$ cat config.mk
export PLATFORM = sky130hd
export DESIGN_NAME = load_store_unit_flat
export DESIGN_NICKNAME = d
export VERILOG_FILES = /design/src/rtl/load_store_unit_pkg.sv /design/src/rtl/load_store_unit_if.sv /design/src/rtl/load_store_unit_align.sv /design/src/rtl/load_store_unit.sv /design/src/flat_wrapper.sv
export SDC_FILE = /design/constraint.sdc
export NUM_CORES = 1
export LEC_CHECK = 0
export BUFFER_PORTS_ARGS = -buffer_cell sky130_fd_sc_hd__buf_4
export CAP_MARGIN = 40
export CORE_MARGIN = 8
export CORE_UTILIZATION = 28
export DETAILED_ROUTE_END_ITERATION = 7
export HOLD_SLACK_MARGIN = 0.06
export SKIP_LAST_GASP = 1
export SYNTH_ARGS = -nofsm -noshare
export SYNTH_HDL_FRONTEND = slang
export SYNTH_HIERARCHICAL = 1
export SYNTH_SLANG_ARGS = --single-unit
$ cat constraint.sdc
create_clock -name clk -period 19.86 [get_ports clk]
set_input_delay 2.979 -clock clk [delete_from_list [all_inputs] [get_ports clk]]
set_output_delay 2.979 -clock clk [all_outputs]
set_load 0.005 [all_outputs]
$ cat src/rtl/load_store_unit_pkg.sv
// Shared types for the load/store unit: address/data types, FSM states,
// fault causes, RV32I funct3 codes and the request classifier.
package load_store_unit_pkg;

    typedef logic [31:0] addr_t;
    typedef logic [31:0] data_t;

    typedef enum logic [1:0] {
        LSU_IDLE   = 2'b00,
        LSU_ACCESS = 2'b01,
        LSU_RESP   = 2'b10
    } lsu_state_t;

    typedef enum logic [1:0] {
        FAULT_NONE     = 2'b00,
        FAULT_MISALIGN = 2'b01,
        FAULT_ILLEGAL  = 2'b10,
        FAULT_TIMEOUT  = 2'b11
    } fault_cause_t;

    localparam logic [2:0] LSU_F3__LB  = 3'b000;
    localparam logic [2:0] LSU_F3__LH  = 3'b001;
    localparam logic [2:0] LSU_F3__LW  = 3'b010;
    localparam logic [2:0] LSU_F3__LBU = 3'b100;
    localparam logic [2:0] LSU_F3__LHU = 3'b101;
    localparam logic [2:0] LSU_F3__SB  = 3'b000;
    localparam logic [2:0] LSU_F3__SH  = 3'b001;
    localparam logic [2:0] LSU_F3__SW  = 3'b010;

    // Illegal encodings win over misalignment because the width is meaningless then.
    function automatic fault_cause_t lsu_classify(input logic       is_write,
                                                  input logic [2:0] f3,
                                                  input logic [1:0] addr_lo);
        logic legal;
        logic misaligned;
        if (is_write) begin
            legal = (f3 == LSU_F3__SB) || (f3 == LSU_F3__SH) || (f3 == LSU_F3__SW);
        end else begin
            legal = (f3 == LSU_F3__LB) || (f3 == LSU_F3__LH) || (f3 == LSU_F3__LW) ||
                    (f3 == LSU_F3__LBU) || (f3 == LSU_F3__LHU);
        end
        case (f3[1:0])
            2'b01:   misaligned = addr_lo[0];
            2'b10:   misaligned = (addr_lo != 2'b00);
            default: misaligned = 1'b0;
        endcase
        if (!legal) begin
            return FAULT_ILLEGAL;
        end
        if (misaligned) begin
            return FAULT_MISALIGN;
        end
        return FAULT_NONE;
    endfunction

endpackage

$ cat src/rtl/load_store_unit_if.sv
// Core-side request/response and memory-side bus of the load/store unit.
interface load_store_unit_if;
    import load_store_unit_pkg::*;

    logic        req_valid;
    logic        req_write;
    logic [2:0]  funct3;
    addr_t       addr;
    data_t       wdata;
    logic        busy;
    logic        done;
    data_t       rdata;
    logic [1:0]  fault_cause;

    logic        mem_req;
    logic        mem_we;
    addr_t       mem_addr;
    data_t       mem_wdata;
    logic [3:0]  mem_be;
    logic        mem_ack;
    data_t       mem_rdata;

    modport slave (
        input  req_valid, req_write, funct3, addr, wdata, mem_ack, mem_rdata,
        output busy, done, rdata, fault_cause, mem_req, mem_we, mem_addr, mem_wdata, mem_be
    );

    modport master (
        output req_valid, req_write, funct3, addr, wdata, mem_ack, mem_rdata,
        input  busy, done, rdata, fault_cause, mem_req, mem_we, mem_addr, mem_wdata, mem_be
    );

endinterface

$ cat src/rtl/load_store_unit_align.sv
// Combinational lane steering: byte enables, store replication and
// load extraction with sign/zero extension.
module lsu_align
    import load_store_unit_pkg::*;
(
    input  logic [2:0] funct3,
    input  logic [1:0] addr_lo,
    input  data_t      wdata,
    input  data_t      mem_rdata,
    output logic [3:0] be,
    output data_t      mem_wdata,
    output data_t      load_data
);

    data_t              shifted;
    logic signed [7:0]  ld_b;
    logic signed [15:0] ld_h;

    always_comb begin
        case (funct3[1:0])
            2'b00: begin
                be        = 4'b0001 << addr_lo;
                mem_wdata = {4{wdata[7:0]}};
            end
            2'b01: begin
                be        = 4'b0011 << addr_lo;
                mem_wdata = {2{wdata[15:0]}};
            end
            default: begin
                be        = 4'b1111;
                mem_wdata = wdata;
            end
        endcase
    end

    // funct3[2] selects zero extension (LBU/LHU); LW needs none.
    always_comb begin
        shifted = mem_rdata >> {addr_lo, 3'b000};
        ld_b    = shifted[7:0];
        ld_h    = shifted[15:0];
        case (funct3)
            LSU_F3__LB:  load_data = 32'(ld_b);
            LSU_F3__LH:  load_data = 32'(ld_h);
            LSU_F3__LBU: load_data = {24'd0, shifted[7:0]};
            LSU_F3__LHU: load_data = {16'd0, shifted[15:0]};
            default:     load_data = shifted;
        endcase
    end

endmodule

$ cat src/rtl/load_store_unit.sv
// Single-outstanding RV32I load/store unit: latches one request, performs one
// word-aligned memory access with timeout, and reports a one-cycle completion.
module load_store_unit
    import load_store_unit_pkg::*;
#(
    parameter int TIMEOUT_CYCLES = 16
) (
    input logic               clk,
    input logic               reset,
    load_store_unit_if.slave  bus
);

    localparam int CNT_W = (TIMEOUT_CYCLES > 1) ? $clog2(TIMEOUT_CYCLES) : 1;
    localparam logic [CNT_W-1:0] CNT_LAST = CNT_W'(TIMEOUT_CYCLES - 1);

    lsu_state_t       state_q, state_d;
    logic [CNT_W-1:0] cnt_q, cnt_d;
    data_t            rdata_q, rdata_d;
    fault_cause_t     cause_q, cause_d;
    logic             write_q, write_d;
    logic [2:0]       f3_q, f3_d;
    addr_t            addr_q, addr_d;
    data_t            wdata_q, wdata_d;

    fault_cause_t     req_fault;
    logic             in_access;
    logic [3:0]       align_be;
    data_t            align_wdata;
    data_t            align_load;

    lsu_align u_align (
        .funct3    (f3_q),
        .addr_lo   (addr_q[1:0]),
        .wdata     (wdata_q),
        .mem_rdata (bus.mem_rdata),
        .be        (align_be),
        .mem_wdata (align_wdata),
        .load_data (align_load)
    );

    assign req_fault = lsu_classify(bus.req_write, bus.funct3, bus.addr[1:0]);

    // Result registers change only on the edge entering RESP, so
    // fault_cause and rdata hold steady between done pulses.
    always_comb begin
        state_d = state_q;
        cnt_d   = cnt_q;
        rdata_d = rdata_q;
        cause_d = cause_q;
        write_d = write_q;
        f3_d    = f3_q;
        addr_d  = addr_q;
        wdata_d = wdata_q;
        case (state_q)
            LSU_IDLE: begin
                if (bus.req_valid) begin
                    write_d = bus.req_write;
                    f3_d    = bus.funct3;
                    addr_d  = bus.addr;
                    wdata_d = bus.wdata;
                    cnt_d   = '0;
                    if (req_fault != FAULT_NONE) begin
                        state_d = LSU_RESP;
                        cause_d = req_fault;
                        if (!bus.req_write) begin
                            rdata_d = '0;
                        end
                    end else begin
                        state_d = LSU_ACCESS;
                    end
                end
            end
            LSU_ACCESS: begin
                if (bus.mem_ack) begin
                    state_d = LSU_RESP;
                    cause_d = FAULT_NONE;
                    if (!write_q) begin
                        rdata_d = align_load;
                    end
                end else if (cnt_q == CNT_LAST) begin
                    state_d = LSU_RESP;
                    cause_d = FAULT_TIMEOUT;
                    if (!write_q) begin
                        rdata_d = '0;
                    end
                end else begin
                    cnt_d = cnt_q + 1'b1;
                end
            end
            LSU_RESP: begin
                state_d = LSU_IDLE;
            end
            default: begin
                state_d = LSU_IDLE;
            end
        endcase
    end

    always_ff @(posedge clk) begin
        if (reset) begin
            state_q <= LSU_IDLE;
            cnt_q   <= '0;
            rdata_q <= '0;
            cause_q <= FAULT_NONE;
        end else begin
            state_q <= state_d;
            cnt_q   <= cnt_d;
            rdata_q <= rdata_d;
            cause_q <= cause_d;
        end
    end

    // Request payload is only consumed in ACCESS, so it needs no reset.
    always_ff @(posedge clk) begin
        write_q <= write_d;
        f3_q    <= f3_d;
        addr_q  <= addr_d;
        wdata_q <= wdata_d;
    end

    assign in_access       = (state_q == LSU_ACCESS);
    assign bus.mem_req     = in_access;
    assign bus.mem_we      = in_access & write_q;
    assign bus.mem_addr    = in_access ? {addr_q[31:2], 2'b00} : '0;
    assign bus.mem_wdata   = in_access ? align_wdata : '0;
    assign bus.mem_be      = in_access ? align_be : '0;
    assign bus.busy        = (state_q != LSU_IDLE);
    assign bus.done        = (state_q == LSU_RESP);
    assign bus.rdata       = rdata_q;
    assign bus.fault_cause = cause_q;

endmodule

$ cat src/flat_wrapper.sv
// flat-port wrapper written by rule: the top's interface ports become plain ports
module load_store_unit_flat import load_store_unit_pkg::*;
#(
    parameter int TIMEOUT_CYCLES = 16
)
  (clk, reset, bus_req_valid, bus_req_write, bus_funct3, bus_addr, bus_wdata, bus_mem_ack, bus_mem_rdata, bus_busy, bus_done, bus_rdata, bus_fault_cause, bus_mem_req, bus_mem_we, bus_mem_addr, bus_mem_wdata, bus_mem_be);
  load_store_unit_if bus_i ();
  input logic clk;
  input logic reset;
  input wire logic [$bits(bus_i.req_valid)-1:0] bus_req_valid;
  input wire logic [$bits(bus_i.req_write)-1:0] bus_req_write;
  input wire logic [$bits(bus_i.funct3)-1:0] bus_funct3;
  input wire logic [$bits(bus_i.addr)-1:0] bus_addr;
  input wire logic [$bits(bus_i.wdata)-1:0] bus_wdata;
  input wire logic [$bits(bus_i.mem_ack)-1:0] bus_mem_ack;
  input wire logic [$bits(bus_i.mem_rdata)-1:0] bus_mem_rdata;
  output wire logic [$bits(bus_i.busy)-1:0] bus_busy;
  output wire logic [$bits(bus_i.done)-1:0] bus_done;
  output wire logic [$bits(bus_i.rdata)-1:0] bus_rdata;
  output wire logic [$bits(bus_i.fault_cause)-1:0] bus_fault_cause;
  output wire logic [$bits(bus_i.mem_req)-1:0] bus_mem_req;
  output wire logic [$bits(bus_i.mem_we)-1:0] bus_mem_we;
  output wire logic [$bits(bus_i.mem_addr)-1:0] bus_mem_addr;
  output wire logic [$bits(bus_i.mem_wdata)-1:0] bus_mem_wdata;
  output wire logic [$bits(bus_i.mem_be)-1:0] bus_mem_be;
  assign bus_i.req_valid = bus_req_valid;
  assign bus_i.req_write = bus_req_write;
  assign bus_i.funct3 = bus_funct3;
  assign bus_i.addr = bus_addr;
  assign bus_i.wdata = bus_wdata;
  assign bus_i.mem_ack = bus_mem_ack;
  assign bus_i.mem_rdata = bus_mem_rdata;
  assign bus_busy = bus_i.busy;
  assign bus_done = bus_i.done;
  assign bus_rdata = bus_i.rdata;
  assign bus_fault_cause = bus_i.fault_cause;
  assign bus_mem_req = bus_i.mem_req;
  assign bus_mem_we = bus_i.mem_we;
  assign bus_mem_addr = bus_i.mem_addr;
  assign bus_mem_wdata = bus_i.mem_wdata;
  assign bus_mem_be = bus_i.mem_be;
  load_store_unit #(.TIMEOUT_CYCLES(TIMEOUT_CYCLES)) u_core (.clk(clk), .reset(reset), .bus(bus_i));
endmodule
==> results of run 1 <==
## critical path, cell delays in order (launching register included)
cell and delay, ps:
dfxtp_1 470, or2b_1 290, clkinv_1 630, buf_4 490, and2_1 220, buf_4 130
## power by group
group	leakage (nW)	total [mW]	internal (mW)	switching, mW
registers	0.976	0.259	0.254	0.00514
logic	2.30	0.0980	0.0491	0.0489
clock network	0.153	0.192	0.101	0.0904
## area by class of cell
type	instances	area (um2)	area share [%]
sequential	108	2843	36.96
timing repair buffer	216	1654	21.50
inverter	4	15.01	0.1952
tap	270	337.8	4.392
clock buffer	9	225.2	2.928
clock inverter	7	93.84	1.220
multi-input combinational	376	2524	32.81
## state kept, by name, indices dropped and copies added, names as in the netlist
name                    count
u_core/addr_q              32
u_core/bus.rdata           32
u_core/wdata_q             32
u_core/cnt_q                4
u_core/f3_q                 3
u_core/bus.fault_cause      2
u_core/state_q              2
u_core/write_q              1
## path summary, 6_finish.rpt
check	start	endpoint	cells after the start
worst max-delay path	u_core/state_q[1]	bus_mem_addr[20]	5
worst min-delay path	u_core/bus.rdata[7]	u_core/bus.rdata[7]	2
worst max register to register	u_core/state_q[1]	u_core/bus.fault_cause[0]	6
worst min register to register	u_core/bus.rdata[7]	u_core/bus.rdata[7]	2
## synth_stat cells, drive strengths merged, types with 4 or more instances
master / number / area (um2)
a211oi: 8 / 60.06
nor3: 4 / 20.02
a2bb2oi: 8 / 70.07
nand2b: 34 / 212.7
o21ai: 9 / 45.04
clkbuf: 18 / 67.56
edfxtp: 68 / 2042
buf: 29 / 239.0
nand3: 19 / 100.1
and2: 67 / 419.2
inv: 4 / 15.01
nand2: 84 / 317.8
ha: 4 / 50.05
nor2b: 12 / 75.07
nor2: 11 / 43.80
dfxtp: 40 / 800.8
mux2i: 48 / 480.5
nor3b: 4 / 51.30
mux2: 19 / 217.7
a21oi: 17 / 88.84
## per-stage QoR
step | instance area (um2) | hold slack (ps)
final | 7692 | 480.2
after global routing | 7692 | 495.2
after CTS | 7692 | 479.6
after detailed placement | 7373 | 468.8
after global placement | 7326 | 462.7
after floorplan | 5675 | 448.9
## routing by layer
| layer | wire, um | up-vias |
|---|---|---|
| met2 | 7740 | 171 |
| met4 | 205 | 0 |
| met5 | 0 | - |
| li1 | - | 2181 |
| met3 | 1855 | 14 |
| met1 | 6736 | 2046 |
## kinds of logic (layout without fill, tap and decap cells)
family          count (synthesis)  count (layout)  share of synthesized area (%)
other cells                     1               2                        0.06612
fa+ha+maj                       4               4                         0.8825
buf+inv                        51             236                          5.669
flops                         108             108                          50.12
mux                            67              67                          12.31
xor+xnor                        2               2                         0.3089
compound gates                 56              56                          7.479
simple gates                  245             245                          23.16
## cells in the final DEF, fill, tap and decap left out, types with 3 or more instances in the layout
master,instances
clkbuf_16,9
inv_1,3
mux2i_1,48
edfxtp_1,68
nor3_1,4
nor2_1,10
nand3_1,18
and2_1,67
nor2b_1,12
o21ai_0,9
a2bb2oi_1,8
ha_1,4
mux2_2,18
nand2b_1,34
nand2_1,83
buf_4,214
a211oi_1,8
dfxtp_1,40
a21oi_1,16
==> metrics.yaml, run 1 <==
critical_path:
  r2r_slack_ps: 17510
  cp_max_fo: 40
  endpoint_kind: "output pin"
  required_ps: 16880
  critPathLaunchType: "register"
  worstSetupPathType: "reg2out"
  critPathArrivalTime_ps: 2610
outcome:
  status: "finished, final reports clean"
clocking:
  cts_buffers: 9
  cts_tree: "yes"
  cts_setup_buffers: 0
  cts_max_level: 3
  clock-sinks: 108
  clk_pin_slew_worst_paths_ps: 80
  clock_path_buffers: 2
  cts_root_buf: "clkbuf_16"
  cts.repair.resized: 0
  postCtsHoldBufs: 0
  clk_latency_ps: 360
global_route:
  grt_use_total_pct: 12.97
  grt_pass1_wl_mm: 24.87
  use_met1_pct: 15.56
  grt-busiest-layer: "met2"
  antenna_found_initial: 0
  met3_usage_pct: 5.836
  grt_pass1_vias: 4382
  overflow: 0
  grtUsageMet2_pct: 20.53
  grt_start_max_net_pins: 52
timing:
  layout_setup_ws_ps: 14270
  hold_violations: 0
  relSlewSlack_pct: 46.09
  fin_crit_ps: 5588
  fmax_mhz: 179.0
  skew_ps: 11.14
  tightest_slew_ps: 808.7
  setup_viol: 0
  slew_viol_final: 0
  period_share_pct: 28.14
  fin_tns_setup_ps: 0
  rsz0062_at_grt: "no"
synthesis:
  netlist_area_um2: 5672
  synth-edff-count: 68
  synthCells: 534
  ys_async_sr_fraction_pct: 0
  netlist-cell-type-count: 53
  ys_warn_count: 6
  synthFlopType: "edfxtp_1"
  ys_seq_area_share_pct: 50.12
  synth_seq_cells: 108
  syn_avg_cell_area_um2: 10.62
drt:
  wl_per_cell_um: 16.70
  drt_iter0_markers: 198
  drt-total-wl_mm: 16.54
  ant_nets: 0
  drt-pass1-iter-count: 4
  vias: 4412
  via_per_inst: 4.457
  drc_errors: 0
placement:
  pre_cts_ws_ps: 14570
  portBuffers: 207
  placed_cells: 974
  hpwl_mm: 12.09
  gp_congestion: 0.8051
floorplanning:
  fp.dieW_um: 158.3
  ioPinCount: 210
  die_y_um: 158.3
  core_um2: 20040
  initial_utilization_pct: 28.30
  num_rows: 52
  dieArea_um2: 25070
power:
  power.total_mw: 0.5487
  p_leak_nw: 3.425
  p_per_area_nw_per_um2: 71.33
  worst_ir_drop_vdd_mv: 0.03901
layout:
  drive_above_1_share_pct: 36.94
  final_nets: 823
  areaGrowthSynthToFinish_pct: 35.63
  antennaDiodeCount: 0
  layout.cells.non_filler: 990
  fin_util_pct: 38.39
  nFillCells: 2092
hold_path:
  hold_class: "reg2reg"
run:
  drv_cap: 0
No activity file was read; power rests on OpenSTA's default activity.
==> inputs of run 2 (changes only) <==
==> constraint.sdc (replaced) <==
create_clock -name clk -period 4.55 [get_ports clk]
set_input_delay 0.6825 -clock clk [delete_from_list [all_inputs] [get_ports clk]]
set_output_delay 0.6825 -clock clk [all_outputs]
set_load 0.005 [all_outputs]
==> run 2 against run 1 <==
Clock-buffer cell count is the same; clock power rose to 4.1 times the previous value; combinational power rose to 4.3 times the previous value; wire length up 2.6%; critical path depth did not move; via count increased by 0.16%; worst hold slack worse by 2.6 ps; die area unchanged; first-iteration DRC count rose by 1.0%; global-route usage increased by 0.32 points; register-to-register slack lost 15000 ps; sequential share of layout area grew 0.24 points.
==> metrics.yaml, run 2 (synthesized netlist as in run 1, its figures left out) <==
outcome:
  status: "finished, final reports clean"
floorplanning:
  ioPinCount: 210  # unchanged
  initial_utilization_pct: 28.30  # unchanged
  fp.dieW_um: 158.3  # unchanged
  num_rows: 52  # unchanged
  core_um2: 20040  # unchanged
  dieArea_um2: 25070  # unchanged
  die_y_um: 158.3  # unchanged
critical_path:
  cp_slowest_stage_delay_ps: 630  # about the same
  required_ps: 3870  # -13010 ps
  path_depth: 5  # unchanged
  path_cells: "or2b_1, clkinv_1, buf_4, and2_1, buf_4"
  r2r_cells: 6  # unchanged
  cp_common_cell: "buf_4"
  worstSetupPathType: "reg2out"
  critPathLaunchType: "register"
  cpMaxStageDelayCell: "clkinv_1"
  cp_max_fo: 39  # -2.5%
  cp.buffers_inverters: 3  # unchanged
  critPathArrivalTime_ps: 2620  # about the same
  endpoint_kind: "output pin"
  crit_family: "buffers and inverters"
timing:
  period_share_pct: 72.69
  fin_crit_ps: 3307
  fin_hold_ws_ps: 477.6  # -2.599 ps
  fin_tns_setup_ps: 0  # unchanged
  tightest_slew_ps: 807.0  # -1.731 ps
  slew_viol_final: 0  # unchanged
  relSlewSlack_pct: 46.20  # +0.12 points
  setup_viol: 0  # unchanged
  rsz0062_at_grt: "no"
  fmax_mhz: 302.4
  skew_ps: 9.880  # -1.256 ps
  hold_violations: 0  # unchanged
placement:
  gp_congestion: 0.7681  # -4.6%
  portBuffers: 207  # unchanged
  hpwl_mm: 12.40  # +2.6%
layout:
  layout_commonest_cell: "buf_4"
  final_nets: 822  # -0.12%
  areaGrowthSynthToFinish_pct: 34.75
  drive_above_1_share_pct: 36.86  # -0.088 points
  layout_common_cells: "buf_4, nand2_1, edfxtp_1"
  antennaDiodeCount: 0  # unchanged
  nFillCells: 2060  # -1.5%
  fin_util_pct: 38.14  # -0.25 points
clocking:
  cts_setup_buffers: 0  # unchanged
  postCtsHoldBufs: 0  # unchanged
  clock-sinks: 108  # unchanged
  cts_root_buf: "clkbuf_16"
  cts.repair.resized: 0  # unchanged
  clock_path_buffers: 2  # unchanged
  cts_buffers: 9  # unchanged
  clk_pin_slew_worst_paths_ps: 70  # about the same
  cts_tree: "yes"
  cts_max_level: 3  # unchanged
  clk_latency_ps: 360  # about the same
run:
  drv_cap: 0  # unchanged
global_route:
  grt_pass1_wl_mm: 25.39  # +2.1%
  grt_start_max_net_pins: 50  # -3.8%
  antenna_found_initial: 0  # unchanged
  grt_use_total_pct: 13.29  # +0.32 points
  overflow: 0  # unchanged
  grt_pass1_vias: 4419  # +0.84%
drt:
  wl_per_cell_um: 17.16  # +2.7%
  vias: 4419  # +0.16%
  drt-total-wl_mm: 16.97  # +2.6%
  ant_nets: 0  # unchanged
  drt_iter0_markers: 200  # +1.0%
  drt-pass1-iter-count: 4  # unchanged
  via_per_inst: 4.468  # +0.26%
  drc_errors: 0  # unchanged
power:
  p_leak_nw: 3.402  # -0.68%
  p_per_area_nw_per_um2: 307.0  # +330%
  worst_ir_drop_vdd_mv: 0.2274  # +480%
hold_path:
  hold_class: "reg2reg"
  hold_path_depth: 2  # unchanged
[run 2: changes by cell type in the layout (fill, tap and decap cells not counted)]
cell,change
inv_6,+2
buf_16,-1
bufinv_16,-1
clkinv_8,-1
nor3b_2,-1
nor3b_4,+1
[run 2: cell type report]
cell class	count	area (um2)	area share [%]
Timing Repair Buffer	215	1627	21.28
Clock buffer	9	225.2	2.947
Inverter	4	15.01	0.1965
Sequential cell	108	2843	37.20
Clock inverter	7	65.06	0.8513
Multi-Input combinational cell	376	2530	33.10
Tap cell	270	337.8	4.420
[run 2: final timing paths]
| path | startpoint | end | slack, ps |
|---|---|---|---|
| max | u_core/state_q[1] | bus_mem_addr[6] | 1240 |
| min | u_core/cnt_q[1] | u_core/cnt_q[1] | 480 |
| max reg2reg | u_core/state_q[1] | u_core/bus.fault_cause[0] | 2180 |
| min reg2reg | u_core/cnt_q[1] | u_core/cnt_q[1] | 480 |
[run 2: metrics by stage]
step	instance area, um2	instances	setup WS, ps	total power [mW]
floorplan	5680	535	72.56	1.412
global placement	7332	972	1556	1.582
detailed placement	7352	973	1531	1.586
CTS	7642	989	1129	2.387
global route	7642	989	1008	2.463
finish	7642	989	1243	2.346
[run 2: per-layer routing]
metal / global-route usage [%] / vias to the layer above / wire length [um]
met4: 3.502 / 0 / 225
met3: 5.782 / 15 / 1730
li1: - / 2182 / -
met5: 0 / - / 0
met1: 16.10 / 2059 / 7270
met2: 21.18 / 163 / 7747
[run 2: tightest hold or removal path, cell delays in order (launching register included)]
cell	delay, ps
dfxtp_1	320
nand2_1	60
a21oi_1	50
[run 2: where the power goes]
group	internal [mW]	switching (mW)
Combinational	0.210	0.208
Clock	0.387	0.401
Sequential	1.11	0.0312
==> inputs of run 3 (changes only) <==
==> constraint.sdc (replaced) <==
create_clock -name clk -period 3.2 [get_ports clk]
set_input_delay 0.48 -clock clk [delete_from_list [all_inputs] [get_ports clk]]
set_output_delay 0.48 -clock clk [all_outputs]
set_load 0.005 [all_outputs]
==> run 3 against run 2 <==
Power grew 44%; clock skew is essentially flat; setup slack lost 890 ps; core utilization grew 0.21 points; final area grew 0.54%; first-iteration DRC count shrank 1.0%; sequential power grew 42%; sequential share of layout area shrank 0.20 points; worst hold slack lost 190 ps; largest power group unchanged; highest routed layer unchanged.
==> metrics.yaml, run 3 (synthesized netlist as in run 1, its figures left out) <==
layout:
  layout_commonest_cell: "buf_4"
  final_nets: 823  # +0.12%
  layout_common_cells: "buf_4, nand2_1, edfxtp_1"
  multi_input_area_um2: 2530  # unchanged
  antennaDiodeCount: 0  # unchanged
  nFillCells: 2091  # +1.5%
  fin_util_pct: 38.34  # +0.21 points
  drive_above_1_share_pct: 36.94  # +0.088 points
  areaGrowthSynthToFinish_pct: 35.47
  seq_area_um2: 2843  # unchanged
global_route:
  antenna_found_initial: 0  # unchanged
  grt_start_max_net_pins: 72  # +44%
  grt_pass1_wl_mm: 25.43  # +0.13%
  grt_use_total_pct: 13.45  # +0.16 points
  overflow: 0  # unchanged
  grt_pass1_vias: 4516  # +2.2%
placement:
  hpwl_mm: 12.70  # +2.4%
  gp_congestion: 0.7656  # -0.33%
  portBuffers: 207  # unchanged
drt:
  via_per_inst: 4.518  # +1.1%
  vias: 4473  # +1.2%
  highest_layer: "met4"
  drt_iter0_markers: 198  # -1.0%
  wl_per_cell_um: 17.27  # +0.62%
  drt-pass1-iter-count: 4  # unchanged
  drc_errors: 0  # unchanged
  drt-total-wl_mm: 17.10  # +0.72%
  wl_met1_mm: 6.709  # -7.7%
  dr_wl_met3_mm: 1.852  # +7.1%
  ant_nets: 0  # unchanged
  met2_wirelength_mm: 8.345  # +7.7%
critical_path:
  path_cells: "nor2b_1, a211o_1, and2_1, buf_4"
  crit_family: "simple AND/OR/NAND/NOR gates"
  path_depth: 4  # -1
  regToRegEndpoint: "u_core/bus.rdata[17]"
  reg2reg_from: "u_core/f3_q[1]"
  r2r_cells: 6  # unchanged
  cpMaxStageDelayCell: "edfxtp_1"
  r2r_slack_ps: 930  # -1250 ps
  worstSetupPathType: "reg2out"
  critPathArrivalTime_ps: 2360  # -260 ps
  required_ps: 2720  # -1150 ps
  endpoint_kind: "output pin"
  cp.buffers_inverters: 1  # -2
  cp_slowest_stage_delay_ps: 780  # +150 ps
  cp_max_fo: 19  # -51%
  critPathLaunchType: "register"
clocking:
  clock_path_buffers: 2  # unchanged
  cts_buffers: 9  # unchanged
  clk_pin_slew_worst_paths_ps: 90  # +20 ps
  cts_max_level: 3  # unchanged
  clock-sinks: 108  # unchanged
  cts_root_buf: "clkbuf_16"
  cts.repair.resized: 0  # unchanged
  cts_setup_buffers: 0  # unchanged
  clk_latency_ps: 360  # about the same
  postCtsHoldBufs: 0  # unchanged
  cts_tree: "yes"
hold_path:
  hold_end: "u_core/addr_q[22]"
  hold_class: "in2reg"
  hold_path_depth: 1  # -1
  hold_path.startpoint: "bus_addr[22]"
run:
  drv_cap: 0  # unchanged
timing:
  fmax_mhz: 351.6
  setup_viol: 0  # unchanged
  fin_crit_ps: 2844
  fin_tns_setup_ps: 0  # unchanged
  period_share_pct: 88.88
  rsz0062_at_grt: "no"
  hold_violations: 0  # unchanged
  tightest_slew_ps: 856.7  # +49.73 ps
  skew_ps: 10.15  # +0.2671 ps
  slew_viol_final: 0  # unchanged
  relSlewSlack_pct: 42.77  # -3.4 points
floorplanning:
  num_rows: 52  # unchanged
  fp.dieW_um: 158.3  # unchanged
  initial_utilization_pct: 28.30  # unchanged
  ioPinCount: 210  # unchanged
  die_y_um: 158.3  # unchanged
  dieArea_um2: 25070  # unchanged
  core_um2: 20040  # unchanged
power:
  p_per_area_nw_per_um2: 440.0  # +43%
  worst_ir_drop_vdd_mv: 0.3726  # +64%
  p_leak_nw: 3.421  # +0.56%
outcome:
  status: "finished, final reports clean"
[run 3: cell count changes in the layout (fill, tap and decap cells not counted)]
| cell | before | now |
|---|---|---|
| clkinv_4 | 1 | 2 |
| buf_12 | 1 | 2 |
| clkinvlp_4 | 1 | 0 |
| inv_6 | 3 | 1 |
| clkinv_8 | 0 | 2 |
| inv_8 | 2 | 1 |
| inv_12 | 0 | 1 |
[run 3: metal layers]
metal	vias to the layer above	global-route usage (%)
li1	2188	-
met1	2096	14.97
met2	177	22.74
met3	12	6.270
met4	0	3.592
met5	-	0
[run 3: area by class of cell]
cell class / count / share of cell area [%]
Clock buffer: 9 / 2.931
Clock inverter: 7 / 1.124
Inverter: 4 / 0.1954
Timing Repair Buffer: 216 / 21.43
Sequential cell: 108 / 37.00
Multi-Input combinational cell: 376 / 32.93
Tap cell: 270 / 4.397
[run 3: how the worst max path moves through the flow]
| stage | start | end |
|---|---|---|
| 2_1_floorplan | bus_req_valid | u_core/cnt_q[3] |
| 3_3_place_gp | bus_funct3[0] | u_core/bus.rdata[4] |
| 3_5_place_dp | bus_funct3[0] | u_core/bus.rdata[16] |
| 4_1_cts | u_core/addr_q[0] | bus_mem_be[2] |
| 5_1_grt | u_core/addr_q[0] | bus_mem_be[2] |
| 6_report | u_core/addr_q[0] | bus_mem_be[2] |
[run 3: where the power goes]
group	total [mW]	switching [mW]	internal [mW]
Combinational	0.594	0.291	0.303
Sequential	1.62	0.0458	1.57
Clock	1.17	0.601	0.565
[run 3: stage by stage]
step                hold WS (ps)  power [mW]  worst slack (ps)  cells  area (um2)
floorplan                  448.9       2.007             55.58    535        5687
global placement           462.2       2.252             662.6    974        7372
detailed placement         466.5       2.257             616.9    974        7372
CTS                        260.2       3.436             410.4    990        7684
global route               253.8       3.534             249.0    990        7684
finish                     283.0       3.381             355.9    990        7684
